[config.mk]
export PLATFORM = sky130hd
export DESIGN_NAME = apb2apb_bridge_flat
export DESIGN_NICKNAME = d
export VERILOG_FILES = /design/src/rtl/apb2apb_bridge_if.sv /design/src/rtl/apb2apb_bridge.sv /design/src/flat_wrapper.sv
export SDC_FILE = /design/constraint.sdc
export NUM_CORES = 1
export LEC_CHECK = 0
export CORE_AREA = 3 3 94 114
export CTS_BUF_LIST = sky130_fd_sc_hd__clkbuf_4
export CTS_CLUSTER_SIZE = 10
export DETAILED_ROUTE_END_ITERATION = 6
export DIE_AREA = 0 0 97 117
export DONT_BUFFER_PORTS = 1
export PLACE_DENSITY = 0.75
export SYNTH_ARGS = -nofsm -noshare
export SYNTH_HDL_FRONTEND = slang
export SYNTH_SLANG_ARGS = --single-unit
[constraint.sdc]
create_clock -name clk -period 3.7 [get_ports clk]
set_input_delay 0.555 -clock clk [delete_from_list [all_inputs] [get_ports clk]]
set_output_delay 0.555 -clock clk [all_outputs]
set_load 0.05 [all_outputs]
[src/rtl/apb2apb_bridge_if.sv]
// Host request port and memory port of the APB-to-APB bridge.
// The bridge uses the slave modport; the host/memory side uses master.
interface apb2apb_bridge_if #(
    parameter int ADDR_WIDTH = 32,
    parameter int DATA_WIDTH = 32,
    parameter int STRB_SIZE  = DATA_WIDTH / 8
);
    logic                  trnsfr;
    logic                  wr;
    logic [1:0]            dsel;
    logic [STRB_SIZE-1:0]  strb;
    logic [ADDR_WIDTH-1:0] address;
    logic [DATA_WIDTH-1:0] data_in;
    logic [DATA_WIDTH-1:0] data_out;
    logic                  ready;
    logic                  slverr;
    logic                  mem_wr;
    logic                  mem_rd;
    logic [STRB_SIZE-1:0]  mem_be;
    logic [ADDR_WIDTH-1:0] mem_address;
    logic [DATA_WIDTH-1:0] mem_data_in;
    logic [DATA_WIDTH-1:0] mem_data_out;

    modport slave (
        input  trnsfr, wr, dsel, strb, address, data_in, mem_data_out,
        output data_out, ready, slverr,
        output mem_wr, mem_rd, mem_be, mem_address, mem_data_in
    );

    modport master (
        output trnsfr, wr, dsel, strb, address, data_in, mem_data_out,
        input  data_out, ready, slverr,
        input  mem_wr, mem_rd, mem_be, mem_address, mem_data_in
    );
endinterface

[src/rtl/apb2apb_bridge.sv]
// Host request -> internal APB master/slave -> synchronous word memory strobes.
// Latency: 3 cycles per transfer (4 with APB_WAIT_STATE_EN: one slave wait state).
// Backpressure: requests are only sampled in IDLE; inputs are ignored during SETUP/ACCESS.
module apb2apb_bridge #(
    parameter int ADDR_WIDTH = 32,
    parameter int DATA_WIDTH = 32,
    parameter int STRB_SIZE  = DATA_WIDTH / 8,
    parameter int MEM_DEPTH  = 256
) (
    input logic              clk,
    input logic              rst,
    apb2apb_bridge_if.slave  bus
);
    typedef enum logic [1:0] {IDLE, SETUP, ACCESS} state_t;

    localparam logic [ADDR_WIDTH-1:0] DEPTH = ADDR_WIDTH'(MEM_DEPTH);

    state_t                state;
    logic                  psel;
    logic                  penable;
    logic                  pwrite;
    logic [1:0]            pdsel;
    logic [STRB_SIZE-1:0]  pstrb;
    logic [ADDR_WIDTH-1:0] paddr;
    logic [DATA_WIDTH-1:0] pwdata;
    logic [DATA_WIDTH-1:0] rdata_q;
    logic                  pready;
    logic                  xfer_ok;
    logic                  mem_hit;
    logic [DATA_WIDTH-1:0] rd_mask;

`ifdef APB_WAIT_STATE_EN
    logic wait_done;
    assign pready = psel && penable && wait_done;
`else
    assign pready = psel && penable;
`endif

    // Only the memory target exists, and it decodes words 0..MEM_DEPTH-1.
    assign xfer_ok = (pdsel == 2'b00) && (paddr < DEPTH);
    assign mem_hit = pready && xfer_ok;

    always_comb begin
        rd_mask = '0;
        for (int k = 0; k < STRB_SIZE; k++) begin
            rd_mask[k*8 +: 8] = {8{pstrb[k]}};
        end
    end

    always_ff @(posedge clk or posedge rst) begin
        if (rst) begin
            state   <= IDLE;
            psel    <= 1'b0;
            penable <= 1'b0;
            pwrite  <= 1'b0;
            pdsel   <= 2'b00;
            pstrb   <= '0;
            paddr   <= '0;
            pwdata  <= '0;
            rdata_q <= '0;
`ifdef APB_WAIT_STATE_EN
            wait_done <= 1'b0;
`endif
        end else begin
            case (state)
                IDLE: begin
                    if (bus.trnsfr) begin
                        pwrite  <= bus.wr;
                        pdsel   <= bus.dsel;
                        pstrb   <= bus.strb;
                        paddr   <= bus.address;
                        pwdata  <= bus.data_in;
                        psel    <= 1'b1;
                        penable <= 1'b0;
                        state   <= SETUP;
                    end
                end
                SETUP: begin
                    penable <= 1'b1;
                    state   <= ACCESS;
                end
                ACCESS: begin
                    if (pready) begin
                        if (xfer_ok && !pwrite) begin
                            rdata_q <= bus.mem_data_out & rd_mask;
                        end
                        psel    <= 1'b0;
                        penable <= 1'b0;
                        state   <= IDLE;
`ifdef APB_WAIT_STATE_EN
                        wait_done <= 1'b0;
`endif
                    end
`ifdef APB_WAIT_STATE_EN
                    else begin
                        wait_done <= 1'b1;
                    end
`endif
                end
                default: begin
                    psel    <= 1'b0;
                    penable <= 1'b0;
                    state   <= IDLE;
                end
            endcase
        end
    end

    assign bus.data_out    = rdata_q;
    assign bus.ready       = pready;
    assign bus.slverr      = pready && !xfer_ok;
    assign bus.mem_wr      = mem_hit && pwrite;
    assign bus.mem_rd      = mem_hit && !pwrite;
    assign bus.mem_be      = mem_hit ? pstrb  : '0;
    assign bus.mem_address = mem_hit ? paddr  : '0;
    assign bus.mem_data_in = mem_hit ? pwdata : '0;
endmodule

[src/flat_wrapper.sv]
// flat-port wrapper written by rule: the top's interface ports become plain ports
module apb2apb_bridge_flat 
#(
    parameter int ADDR_WIDTH = 32,
    parameter int DATA_WIDTH = 32,
    parameter int STRB_SIZE  = DATA_WIDTH / 8,
    parameter int MEM_DEPTH  = 256
)
  (clk, rst, bus_trnsfr, bus_wr, bus_dsel, bus_strb, bus_address, bus_data_in, bus_mem_data_out, bus_data_out, bus_ready, bus_slverr, bus_mem_wr, bus_mem_rd, bus_mem_be, bus_mem_address, bus_mem_data_in);
  apb2apb_bridge_if #(.ADDR_WIDTH(ADDR_WIDTH), .DATA_WIDTH(DATA_WIDTH), .STRB_SIZE(STRB_SIZE)) bus_i ();
  input logic clk;
  input logic rst;
  input wire logic [$bits(bus_i.trnsfr)-1:0] bus_trnsfr;
  input wire logic [$bits(bus_i.wr)-1:0] bus_wr;
  input wire logic [$bits(bus_i.dsel)-1:0] bus_dsel;
  input wire logic [$bits(bus_i.strb)-1:0] bus_strb;
  input wire logic [$bits(bus_i.address)-1:0] bus_address;
  input wire logic [$bits(bus_i.data_in)-1:0] bus_data_in;
  input wire logic [$bits(bus_i.mem_data_out)-1:0] bus_mem_data_out;
  output wire logic [$bits(bus_i.data_out)-1:0] bus_data_out;
  output wire logic [$bits(bus_i.ready)-1:0] bus_ready;
  output wire logic [$bits(bus_i.slverr)-1:0] bus_slverr;
  output wire logic [$bits(bus_i.mem_wr)-1:0] bus_mem_wr;
  output wire logic [$bits(bus_i.mem_rd)-1:0] bus_mem_rd;
  output wire logic [$bits(bus_i.mem_be)-1:0] bus_mem_be;
  output wire logic [$bits(bus_i.mem_address)-1:0] bus_mem_address;
  output wire logic [$bits(bus_i.mem_data_in)-1:0] bus_mem_data_in;
  assign bus_i.trnsfr = bus_trnsfr;
  assign bus_i.wr = bus_wr;
  assign bus_i.dsel = bus_dsel;
  assign bus_i.strb = bus_strb;
  assign bus_i.address = bus_address;
  assign bus_i.data_in = bus_data_in;
  assign bus_i.mem_data_out = bus_mem_data_out;
  assign bus_data_out = bus_i.data_out;
  assign bus_ready = bus_i.ready;
  assign bus_slverr = bus_i.slverr;
  assign bus_mem_wr = bus_i.mem_wr;
  assign bus_mem_rd = bus_i.mem_rd;
  assign bus_mem_be = bus_i.mem_be;
  assign bus_mem_address = bus_i.mem_address;
  assign bus_mem_data_in = bus_i.mem_data_in;
  apb2apb_bridge #(.ADDR_WIDTH(ADDR_WIDTH), .DATA_WIDTH(DATA_WIDTH), .STRB_SIZE(STRB_SIZE), .MEM_DEPTH(MEM_DEPTH)) u_core (.clk(clk), .rst(rst), .bus(bus_i));
endmodule
-- Word level (Yosys, flattened, before mapping)
Index checks and enable logic that the tools add are counted.
- flip-flop bits (word level): 107
- bits of input ports: 106
- output and inout port bits: 104
- word-level logic and storage cells: 42
- magnitude comparators: 1
- eq/ne operators: 4
- muxes and demuxes: 11
- bitwise logic cells: 2
- reductions and logical operators: 15
- operators by type and width (operator ; number):
    32-bit 2-to-1 mux ; 2
    32-bit bitwise AND ; 1
    32-bit by 9-bit less-than comparator with 1-bit output, second input constant ; 1
    1-bit logical AND ; 7
    1-bit case mux with 3 select lines ; 2
    2-bit case mux with 3 select lines ; 1
    3-bit AND reduction ; 2
    2-bit logical NOT ; 2
    2-bit 2-to-1 mux ; 2
    4-bit 2-to-1 mux ; 1
    2-bit AND reduction ; 2
    1-bit 2-to-1 mux ; 3
    2-bit by 1-bit == test with 1-bit output, second input constant ; 1
    2-bit == test, second input constant ; 1
    1-bit logical NOT ; 2
    2-bit by 1-bit != test with 1-bit output, second input constant ; 1
    2-bit != test, second input constant ; 1
    1-bit NOT ; 1

-- Logic depth before layout (Yosys ltp)
Gate-level depths: netlist of run 1.
- depth after elaboration: 4
- gate-level depth with buffers: 5
- mapped depth without buffers: 4

-- Worst setup path after synthesis of run 1
No wires, ideal clock.
- path kind: register to output
- from: register u_core.paddr[8]
- to: output port bus_mem_rd
- data arrival time: 2.045 ns
- data required time: 3.145 ns
- slack: 1.100 ns
- stages on the path, launching flop included: 5
- buffers on the path: 0
- cells stage by stage: dfrtp_1 > nor4_2 > nand4_2 > nor4b_4 > nor2b_1
- cells in the longest elaborated chain, start to end: 4
- ends and longest elaborated chain (element ; line ; RTL):
    from (decl) ; apb2apb_bridge.sv:24 ; logic [ADDR_WIDTH-1:0] paddr;
    from (signal assigned) ; apb2apb_bridge.sv:71 ; paddr <= bus.address;
    32-bit by 9-bit less-than comparator with 1-bit output ; apb2apb_bridge.sv:40 ; assign xfer_ok = (pdsel == 2'b00) && (paddr < DEPTH);
    1-bit logical AND ; apb2apb_bridge.sv:40 ;
    1-bit logical AND ; apb2apb_bridge.sv:41 ; assign mem_hit = pready && xfer_ok;
    1-bit logical AND ; apb2apb_bridge.sv:113 ; assign bus.mem_rd = mem_hit && !pwrite;
    to (decl) ; flat_wrapper.sv:24 ; output wire logic [$bits(bus_i.mem_rd)-1:0] bus_mem_rd;
No other way between the ends.

-- Worst setup path in the final report of run 1
- from: register u_core.paddr[8]
- to: output port bus_mem_be[3]
- cells in the longest elaborated chain, start to end: 4
- ends and longest elaborated chain (element ; line ; RTL):
    32-bit by 9-bit less-than comparator with 1-bit output ; apb2apb_bridge.sv:40 ;
    1-bit logical AND ; apb2apb_bridge.sv:40 ;
    1-bit logical AND ; apb2apb_bridge.sv:41 ;
    4-bit 2-to-1 mux ; apb2apb_bridge.sv:114 ; assign bus.mem_be = mem_hit ? pstrb : '0;
    to (decl) ; flat_wrapper.sv:25 ; output wire logic [$bits(bus_i.mem_be)-1:0] bus_mem_be;
No other way between the ends.

==> results by group, run 1 <==
Yosys
  • Synth area leaders: dfrtp_1, mux2_2, mux2i_1
  • FF+latch count, synth: 106
  • Post-Synthesis Cells: 389
  • Post-Syn Area: 0.004777 mm²
  • Synth warnings: 0
  • Share of Yosys cell area claimed by the top area cell type: 55.53%
  • Synth Flop Type: dfrtp_1
  • Seq/Total Area, Yosys: 55.53%
  • Distinct cells, synth: 24
  • Area leader, netlist: dfrtp_1
  • Post-synth EDFFs: 0
  • Syn Area/Cell: 12.28 µm²
  • Post-synthesis async set-or-reset flop share: 100.0%

CTS
  • Clock-pin transition on the worst setup and hold timing paths: 170 ps
  • Resized cells post-CTS: 0
  • CTS sink count: 106
  • Clock Latency Late Sink: 440 ps
  • Root Buffer: clkbuf_4
  • Clock tree buffer depth: 2
  • Total CTS buffers: 9
  • CTS tree: yes
  • Postcts setup bufs: 0
  • H-Tree Depth: 3
  • Hold Buf Count CTS: 0

Finish
  • Filler Cell Count: 868
  • Share of cells above drive strength 1: 26.02%
  • P&R area growth vs syn: 3.169%
  • Multi-input gate area: 0.001797 mm²
  • FF/Latch Area: 0.002653 mm²
  • Layout Nets: 493
  • Commonest non-fill, non-tap cell in the layout: dfrtp_1
  • Most frequent cells in the layout: dfrtp_1, mux2_2, and2_1
  • Final Non-Filler Cells: 516
  • Finished layout cell area: 0.004928 mm²

Timing
  • Slew HR: 25.82%
  • RSZ-0062 raised after global routing: false
  • Period utilisation layout: 89.28%
  • Pins over their slew limit: 0
  • Final setup vio count: 0
  • Post-layout minimum cycle time: 3303 ps
  • FMAX: 302.7 MHz
  • Endpoints failing hold: 0
  • Clk_skew: 17.86 ps
  • Slew @ Worst Pin: 1113 ps
  • Setup_tns: 0 ps

Global routing
  • First-pass GRT wire length: 14.72 mm
  • Largest net degree at the start of global routing: 92
  • Total gr overflow: 0
  • Gr usage total: 16.44%
  • Vias in the first global route: 2853
  • Initial antenna violation count: 1

Critical path
  • Worst Setup Path Type: reg2out
  • Arr. time, crit path: 2750 ps
  • CP max FO: 41
  • Critical path capture point type: output pin
  • Req. time, crit path: 3140 ps
  • Worst setup SP type: register

Detailed routing
  • Met2 WL: 5.010 mm
  • Antenna-violating nets left: 0
  • Routed via count: 2630
  • Routed WL: 9.336 mm
  • DR WL/cell: 18.09 µm
  • DR top layer: met4
  • Met3 wire length: 732 µm
  • DRT Pass-1 Iters: 4
  • Vias/cell: 5.097
  • DRC: 0
  • M1 WL: 3.489 mm
  • First DRT Iteration DRCs: 118

Place
  • HPWL Detailed: 6.977 mm
  • Number of port buffers: 0
  • Gp weighted congestion: 0.7402
  • Placed cells: 499
  • Post-DP Area: 0.004790 mm²

Pwr
  • P_leak: 2.242 nW
  • Pwr/cell area: 645.5 mW/mm²
  • Total Power: 3.181 mW
  • VDD IR max: 417.7 µV

Worst hold path
  • Hold Path Class: in2async

Floorplan
  • Core Region: 0.009613 mm²
  • Die Wd: 97 µm
  • Std-Cell Rows: 39
  • Starting Density: 49.69%
  • Die area: 0.01135 mm²
  • Die height: 117 µm
  • Io pins: 210

Run status
  • Status: finished clean

Flow run
  • Max-Cap Viols: 0
-- worst max-delay path: stages (launching register included) --
cell	delay, ps
dfrtp_1	420
nor4_2	320
nand4_2	230
nor4b_4	440
buf_4	370
and2_1	510
-- cell families (layout without fill, tap and decap cells) --
logic type / count (synthesis) / count (layout) / synth area share (%)
flip-flops: 106 / 106 / 55.53
AND/OR/NAND/NOR: 99 / 99 / 11.97
multiplexers: 103 / 103 / 23.44
buffers and inverters: 78 / 58 / 8.774
other: 1 / 25 / 0.07850
AO/OA/AOI/OAI: 2 / 2 / 0.2093
-- flip-flops by register name, indices dropped and copies added, names as in the netlist --
name,count
u_core.pdsel,2
u_core.bus.data_out,32
u_core.penable,1
u_core.pwdata,32
u_core.pstrb,4
u_core.state,1
u_core.pwrite,1
u_core.psel,1
u_core.paddr,32
-- report_power, final --
group | total [mW] | switching [mW] | internal [mW]
clock network | 0.580 | 0.374 | 0.205
logic | 0.761 | 0.343 | 0.418
registers | 1.84 | 0.277 | 1.56
-- path summary, 6_finish.rpt --
kind | slack [ps] | from | cells past startpoint | endpoint
worst max-delay path | 400 | u_core.paddr[8]$_DFFE_PP0P_ | 5 | bus_mem_be[3]
worst max register to register | 1580 | u_core.paddr[21]$_DFFE_PP0P_ | 5 | u_core.bus.data_out[28]$_DFFE_PP0P_
worst min register to register | 520 | u_core.pwdata[27]$_DFFE_PP0P_ | 1 | u_core.pwdata[27]$_DFFE_PP0P_
max in group asynchronous | 2670 | rst | 2 | u_core.pwdata[1]$_DFFE_PP0P_
worst min-delay path | 210 | rst | 1 | u_core.bus.data_out[2]$_DFFE_PP0P_
min in group clk | 240 | bus_mem_data_out[3] | 2 | u_core.bus.data_out[3]$_DFFE_PP0P_
-- area by class of cell --
cell class / count / share of cell area [%]
Antenna cell: 1 / 0.05077
Sequential cell: 106 / 53.82
Timing Repair Buffer: 7 / 1.066
Clock inverter: 7 / 1.396
Inverter: 35 / 2.716
Tap cell: 123 / 3.123
Multi-Input combinational cell: 228 / 36.46
Clock buffer: 9 / 1.371
-- metal layers --
layer / up-vias / GRT usage [%]
met5: - / 0
met4: 0 / 5.337
met3: 7 / 5.987
met2: 115 / 29.05
met1: 1302 / 18.74
li1: 1206 / -
-- synthesized netlist by cell type (4+ instances only) --
library cell and n:
and2_1 45, buf_1 4, buf_2 7, buf_4 24, clkbuf_2 4, dfrtp_1 106
inv_1 35, mux2_2 71, mux2i_1 32, nand2_1 36, nor2_1 6
-- through the flow --
step	setup WS, ps	util (%)	hold slack, ps
floorplan	356.1	-	472.1
global placement	949.0	49.82	482.0
detailed placement	870.9	49.82	486.8
CTS	318.5	51.24	202.7
global route	171.0	51.27	195.5
finish	396.7	51.27	211.7
Note: power is estimated with default switching activity, not from simulation.
==> inputs of run 2 (changes only) <==
CORE_AREA = 3 3 98 109   (was 3 3 94 114)
DIE_AREA = 0 0 101 112   (was 0 0 97 117)
PLACE_DENSITY = 0.77   (was 0.75)
RECOVER_POWER = 50   (was not set)
clock period = 3 ns   (was 3.7 ns; I/O delays follow)
==> run 2 against run 1 <==
  * Clock-buffer cell count unchanged
  * Critical path depth up 1
  * Final cell count up 8.1%
  * Worst setup slack worse by 190 ps
  * Non-clock buffer count is 47 higher
  * First-iteration DRC count is 38% lower
  * Clock power shrank 3%
  * Via count grew 6.6%
  * Critical endpoint is now bus_mem_address[6]
  * Largest power group unchanged
  * Utilization increased by 6.4 points
  * Die area fell by 0.33%
==> results by group, run 2 (synthesis results as in run 1) <==
Run status
  • Status: finished clean

Pwr
  • Switch Pwr: 1.182 mW
  • Combinational group share of total power: 25.0%
  • Sequential Power Share: 60.0%
  • Pwr/cell area: 670.2 mW/mm²
  • VDD IR max: 433.0 µV
  • Sw Ratio: 31.23%
  • Clock power share: 14.9%
  • Internal: 2.604 mW
  • P_leak: 2.558 nW

Floorplan
  • Starting Density: 48.77%
  • Die area: 0.01131 mm²
  • Io pins: 210
  • Die height: 112 µm
  • Std-Cell Rows: 38
  • Die Wd: 101 µm
  • Core Region: 0.009794 mm²

CTS
  • Clock Latency Late Sink: 420 ps
  • Total CTS buffers: 9
  • H-Tree Depth: 3
  • CTS tree: yes
  • Root Buffer: clkbuf_4
  • Clock-pin transition on the worst setup and hold timing paths: 150 ps
  • CTS sink count: 106
  • Clock tree buffer depth: 2

Critical path
  • Req. time, crit path: 2550 ps
  • Worst Setup Path Type: reg2out
  • Critical path capture point type: output pin
  • Worst setup SP type: register
  • Arr. time, crit path: 2340 ps
  • CP max FO: 42

Timing
  • Period utilisation layout: 93.00%
  • Slew @ Worst Pin: 1431 ps
  • Slew HR: 4.620%
  • Clk_skew: 17.67 ps
  • Final setup vio count: 0
  • Post-layout minimum cycle time: 2790 ps
  • Endpoints failing hold: 0
  • RSZ-0062 raised after global routing: false
  • Setup_tns: 0 ps
  • FMAX: 358.4 MHz
  • Pins over their slew limit: 0

Detailed routing
  • First DRT Iteration DRCs: 73
  • Routed via count: 2804
  • DR WL/cell: 17.32 µm
  • Antenna-violating nets left: 0
  • Routed WL: 9.662 mm
  • DRT Pass-1 Iters: 4
  • Vias/cell: 5.025
  • DRC: 0

Finish
  • Filler Cell Count: 778
  • Finished layout cell area: 0.005650 mm²
  • Share of cells above drive strength 1: 32.42%
  • Layout Nets: 540
  • Antenna diodes: 0
  • P&R area growth vs syn: 18.28%
  • Commonest non-fill, non-tap cell in the layout: dfrtp_1
  • Most frequent cells in the layout: dfrtp_1, mux2_2, and2_1
  • FF/Latch Area: 0.002653 mm²
  • Multi-input gate area: 0.001798 mm²

Place
  • HPWL Detailed: 7.384 mm
  • Gp weighted congestion: 0.7908
  • Number of port buffers: 0
  • Post-DP Area: 0.005563 mm²

Worst hold path
  • Hold Path Class: in2reg

Flow run
  • Max-Cap Viols: 0

Global routing
  • Largest net degree at the start of global routing: 61
  • Total gr overflow: 0
  • Initial antenna violation count: 0
  • Gr usage total: 17.38%
  • First-pass GRT wire length: 15.36 mm
  • Vias in the first global route: 3062
-- run 2: cell types whose count changed in the layout (fill, tap and decap cells not counted), sizes merged --
| cell | delta |
|---|---|
| diode | -1 |
| bufinv | -1 |
| clkbuf | +4 |
| clkinv | +3 |
| buf | +42 |
| dlygate4sd3 | +1 |
| clkinvlp | -1 |
| inv | -2 |
-- run 2: power groups by stage --
stage                     registers (mW)  logic, mW  clock network (mW)
after floorplan                     2.14      0.932                   0
after global placement              2.27      0.907                   0
after detailed placement            2.31      0.959                   0
after CTS                           2.28      0.962               0.604
after global routing                2.36       1.05               0.660
final                               2.27      0.948               0.565
-- run 2: routing by layer --
metal  wire length (µm)  GRT usage (%)  share of wire [%]
met2               5258          31.75                 54
met5                  0              0                  0
met1               3354          18.46                 35
met3                926          6.391                9.6
met4                122          4.965                1.3
-- run 2: repair_timing --
item | in CTS | in global routing
gates resized for setup | 0 | 1
endpoints found under the hold margin | 60 | 0
setup buffers | 0 | 1
hold buffers | 1 | 0
endpoints found under the setup margin | 0 | 42
-- run 2: worst max-delay path: stages, from the launching register on --
cell and delay, ps:
dfrtp_1 420, nor4_2 310, nand4_2 230, nor4b_4 360
buf_12 230, and2_1 150, buf_4 190
-- run 2: worst paths after layout --
check                                                  start                                  end  slack, ps  cells after the start
worst max register to register    u_core.penable$_DFFE_PP0P_         u_core.pwdata[1]$_DFFE_PP0P_        590                      3
worst max-delay path             u_core.paddr[8]$_DFFE_PP0P_                   bus_mem_address[6]        210                      6
min in group asynchronous                                rst  u_core.bus.data_out[11]$_DFFE_PP0P_        910                      3
max in group asynchronous                                rst        u_core.pwdata[20]$_DFFE_PP0P_       1120                      3
worst min-delay path                     bus_mem_data_out[1]   u_core.bus.data_out[1]$_DFFE_PP0P_        150                      2
worst min register to register  u_core.pwdata[2]$_DFFE_PP0P_         u_core.pwdata[2]$_DFFE_PP0P_        510                      1
-- run 2: area by class of cell --
type,count,share of cell area [%]
flip-flops and latches,106,46.94
multi-input cells,228,31.82
repair buffers,54,14.55
well taps,120,2.657
inverters,35,2.392
clock buffers,9,1.196
clock inverters,6,0.4429
-- run 2: per-stage QoR --
| stage | setup WS, ps | power, mW | utilization [%] | hold slack [ps] | cells |
|---|---|---|---|---|---|
| floorplan | 505.5 | 3.068 | - | 472.1 | 412 |
| global placement | 562.4 | 3.176 | 56.80 | 430.6 | 541 |
| detailed placement | 529.3 | 3.273 | 56.80 | 441.2 | 541 |
| CTS | 3.919 | 3.845 | 57.84 | 100.1 | 557 |
| global route | 5.931 | 4.067 | 57.69 | 102.6 | 558 |
| finish | 210.1 | 3.787 | 57.69 | 148.8 | 558 |
==> inputs of run 3 (changes only) <==
--- a/config.mk
+++ b/config.mk
@@ -6,11 +6,12 @@
 export NUM_CORES = 1
 export LEC_CHECK = 0
-export CORE_AREA = 3 3 98 109
+export ABC_AREA = 1
+export CORE_AREA = 3 3 101 113
 export CTS_BUF_LIST = sky130_fd_sc_hd__clkbuf_4
 export CTS_CLUSTER_SIZE = 10
 export DETAILED_ROUTE_END_ITERATION = 6
-export DIE_AREA = 0 0 101 112
+export DIE_AREA = 0 0 104 116
 export DONT_BUFFER_PORTS = 1
-export PLACE_DENSITY = 0.77
+export PLACE_DENSITY = 0.78
 export RECOVER_POWER = 50
 export SYNTH_ARGS = -nofsm -noshare
==> constraint.sdc (replaced) <==
create_clock -name clk -period 3 [get_ports clk]
set_input_delay 0.75 -clock clk [delete_from_list [all_inputs] [get_ports clk]]
set_output_delay 0.75 -clock clk [all_outputs]
set_load 0.05 [all_outputs]
==> run 3 against run 2 <==
  * The run now ends with max-capacitance violations, max-slew violations left
  * Die area up 6.6%
  * Synthesized cell count up 62%
  * Hold slack better by 270 ps
  * Maximum frequency up 1.3%
  * Non-clock buffer count down 7
  * Critical path depth up 4
  * Register-to-register slack worse by 100 ps
==> results by group, run 3 <==
CTS
  • CTS sink count: 106
  • Clock Latency Late Sink: 440 ps
  • Total CTS buffers: 9
  • Clock tree buffer depth: 2
  • Postcts setup bufs: 0
  • H-Tree Depth: 3
  • CTS tree: yes
  • Root Buffer: clkbuf_4
  • Clock-pin transition on the worst setup and hold timing paths: 160 ps

Floorplan
  • Die area: 0.01206 mm²
  • Io pins: 210
  • Std-Cell Rows: 39
  • Die height: 116 µm
  • Starting Density: 49.87%
  • Core Region: 0.01034 mm²
  • Die Wd: 104 µm

Yosys
  • Post-Synthesis Cells: 631
  • Post-synthesis async set-or-reset flop share: 100.0%
  • Share of Yosys cell area claimed by the top area cell type: 51.42%
  • Distinct cells, synth: 22
  • FF+latch count, synth: 106
  • Synth warnings: 0
  • Synth Flop Type: dfrtp_1
  • Most common cell in the netlist: nand2_1
  • Synth cell count leaders: nand2_1, dfrtp_1, inv_1
  • Synth area leaders: dfrtp_1, nand2_1, inv_1
  • Syn Area/Cell: 8.175 µm²
  • Seq/Total Area, Yosys: 51.42%
  • Post-Syn Area: 0.005159 mm²
  • Post-synth EDFFs: 0
  • Area leader, netlist: dfrtp_1

Critical path
  • R2r setup slk: 490 ps
  • Critical path capture point type: output pin
  • R2R Path End: u_core.paddr[27]$_DFFE_PP0P_
  • Worst Setup Path Type: reg2out
  • RR Startpoint: u_core.state[0]$_DFFE_PP0P_
  • Worst setup SP type: register
  • Arr. time, crit path: 2000 ps
  • R2R cell count: 6
  • CP max FO: 46
  • Req. time, crit path: 2250 ps

Flow run
  • Max-Cap Viols: 1

Pwr
  • VDD IR max: 463.1 µV
  • Total Power: 4.102 mW
  • Pwr/cell area: 744.0 mW/mm²
  • P_leak: 2.879 nW

Detailed routing
  • Routed via count: 3842
  • DRT Pass-1 Iters: 5
  • Antenna-violating nets left: 0
  • DR WL/cell: 14.14 µm
  • Routed WL: 11.34 mm
  • DRC: 0
  • First DRT Iteration DRCs: 308
  • Vias/cell: 4.791

Global routing
  • Total gr overflow: 0
  • Gr usage total: 18.74%
  • Largest net degree at the start of global routing: 107
  • Vias in the first global route: 3685
  • Initial antenna violation count: 1
  • First-pass GRT wire length: 18.10 mm

Timing
  • Period utilisation layout: 91.81%
  • Post-layout minimum cycle time: 2754 ps
  • RSZ-0062 raised after global routing: false
  • WHS: 415.8 ps
  • FMAX: 363.1 MHz
  • Final setup vio count: 0
  • Slew @ Worst Pin: 2283 ps
  • Clk_skew: 25.48 ps
  • Slew HR: -52.21%
  • Endpoints failing hold: 0
  • Setup_tns: 0 ps
  • Pins over their slew limit: 107

Place
  • Number of port buffers: 0
  • HPWL Detailed: 8.097 mm
  • Gp weighted congestion: 0.7763

Finish
  • Layout Nets: 760
  • Commonest non-fill, non-tap cell in the layout: nand2_1
  • Most frequent cells in the layout: nand2_1, dfrtp_1, inv_1
  • Share of cells above drive strength 1: 17.63%
  • Filler Cell Count: 975
  • P&R area growth vs syn: 6.888%

Worst hold path
  • Origin of the worst min-delay path: bus_data_in[16]
  • Hold Path Depth: 2
  • Hold Path Class: in2reg
  • WHS Endpoint: u_core.pwdata[16]$_DFFE_PP0P_

Run status
  • Failing checks: max-capacitance violations, max-slew violations
  • Status: complete, but fails checks
-- run 3: cell count changes after synthesis, moves of 13 or more --
cell and change:
nand4_1 +32, nor2_2 +40, o21ai_0 +61, inv_1 +63, clkbuf_1 +13, mux2i_1 -32
nand2_1 +162, mux2_2 -71, and2_1 -45
-- run 3: layout make-up --
type                       instances  area [µm²]  area share (%)
antenna                            1       2.502         0.04538
clock buffer                      11       82.58           1.498
clock inverter                     4       30.03          0.5446
inverter                         103       395.4           7.170
multi-input combinational        387        1799           32.63
sequential                       106        2653           48.11
tap                              143       178.9           3.245
timing repair buffer              47       372.9           6.762
-- run 3: cells by family after synthesis --
logic type             count (synthesis)  synth area share, %
buffers and inverters                161                15.38
and+or+nand+nor                      300                27.02
other                                  1              0.07269
AOI/OAI and AO/OA                     63                6.112
DFF                                  106                51.42
-- run 3: what timing repair did --
item | 4_1_cts | 5_1_grt
setup endpoints to repair | 0 | 46
hold buffers | 0 | 0
gates resized for setup | 0 | 2
-- run 3: worst max-delay path: stages, from the launching register on --
cell,delay (ps)
dfrtp_1,390
inv_1,70
nand2_1,60
nor2_2,140
nand2_1,80
nor2_2,90
nand2_2,90
nor2_8,120
inv_8,150
nor2_1,140
buf_4,210
-- run 3: metrics by stage --
| stage | util, % | std cells | worst slack [ps] | instance area [µm²] |
|---|---|---|---|---|
| 2_1_floorplan | - | 654 | 577.5 | 5249 |
| 3_3_place_gp | 52.50 | 786 | 605.1 | 5431 |
| 3_5_place_dp | 52.50 | 786 | 560.0 | 5431 |
| 4_1_cts | 53.59 | 801 | 25.84 | 5544 |
| 5_1_grt | 53.30 | 802 | 28.62 | 5514 |
| 6_report | 53.30 | 802 | 245.7 | 5514 |
-- run 3: worst max-delay path by stage --
stage                              end  cells after the start  slack, ps                         start
floorplan                bus_mem_be[3]                      9        580  u_core.paddr[22]$_DFFE_PP0P_
global placement    bus_mem_data_in[1]                     10        610  u_core.paddr[26]$_DFFE_PP0P_
detailed placement  bus_mem_data_in[0]                     10        560  u_core.paddr[29]$_DFFE_PP0P_
CTS                 bus_mem_data_in[0]                     10         30  u_core.paddr[26]$_DFFE_PP0P_
global route                bus_mem_rd                     10         30  u_core.paddr[17]$_DFFE_PP0P_
finish              bus_mem_data_in[0]                     10        250  u_core.paddr[16]$_DFFE_PP0P_
-- run 3: report_power, final --
group	switching [mW]	internal, mW	leakage [nW]
sequential	0.247	1.92	1.19
combinational	0.962	0.344	1.63
clock	0.449	0.185	0.0512
total	1.66	2.45	2.88
-- run 3: metal layers --
| layer | wire length (µm) | track usage (%) | up-vias |
|---|---|---|---|
| met4 | 173 | 6.294 | 0 |
| li1 | - | - | 1904 |
| met1 | 4741 | 24.18 | 1791 |
| met2 | 5592 | 30.56 | 133 |
| met3 | 838 | 5.627 | 14 |
| met5 | 0 | 0 | - |
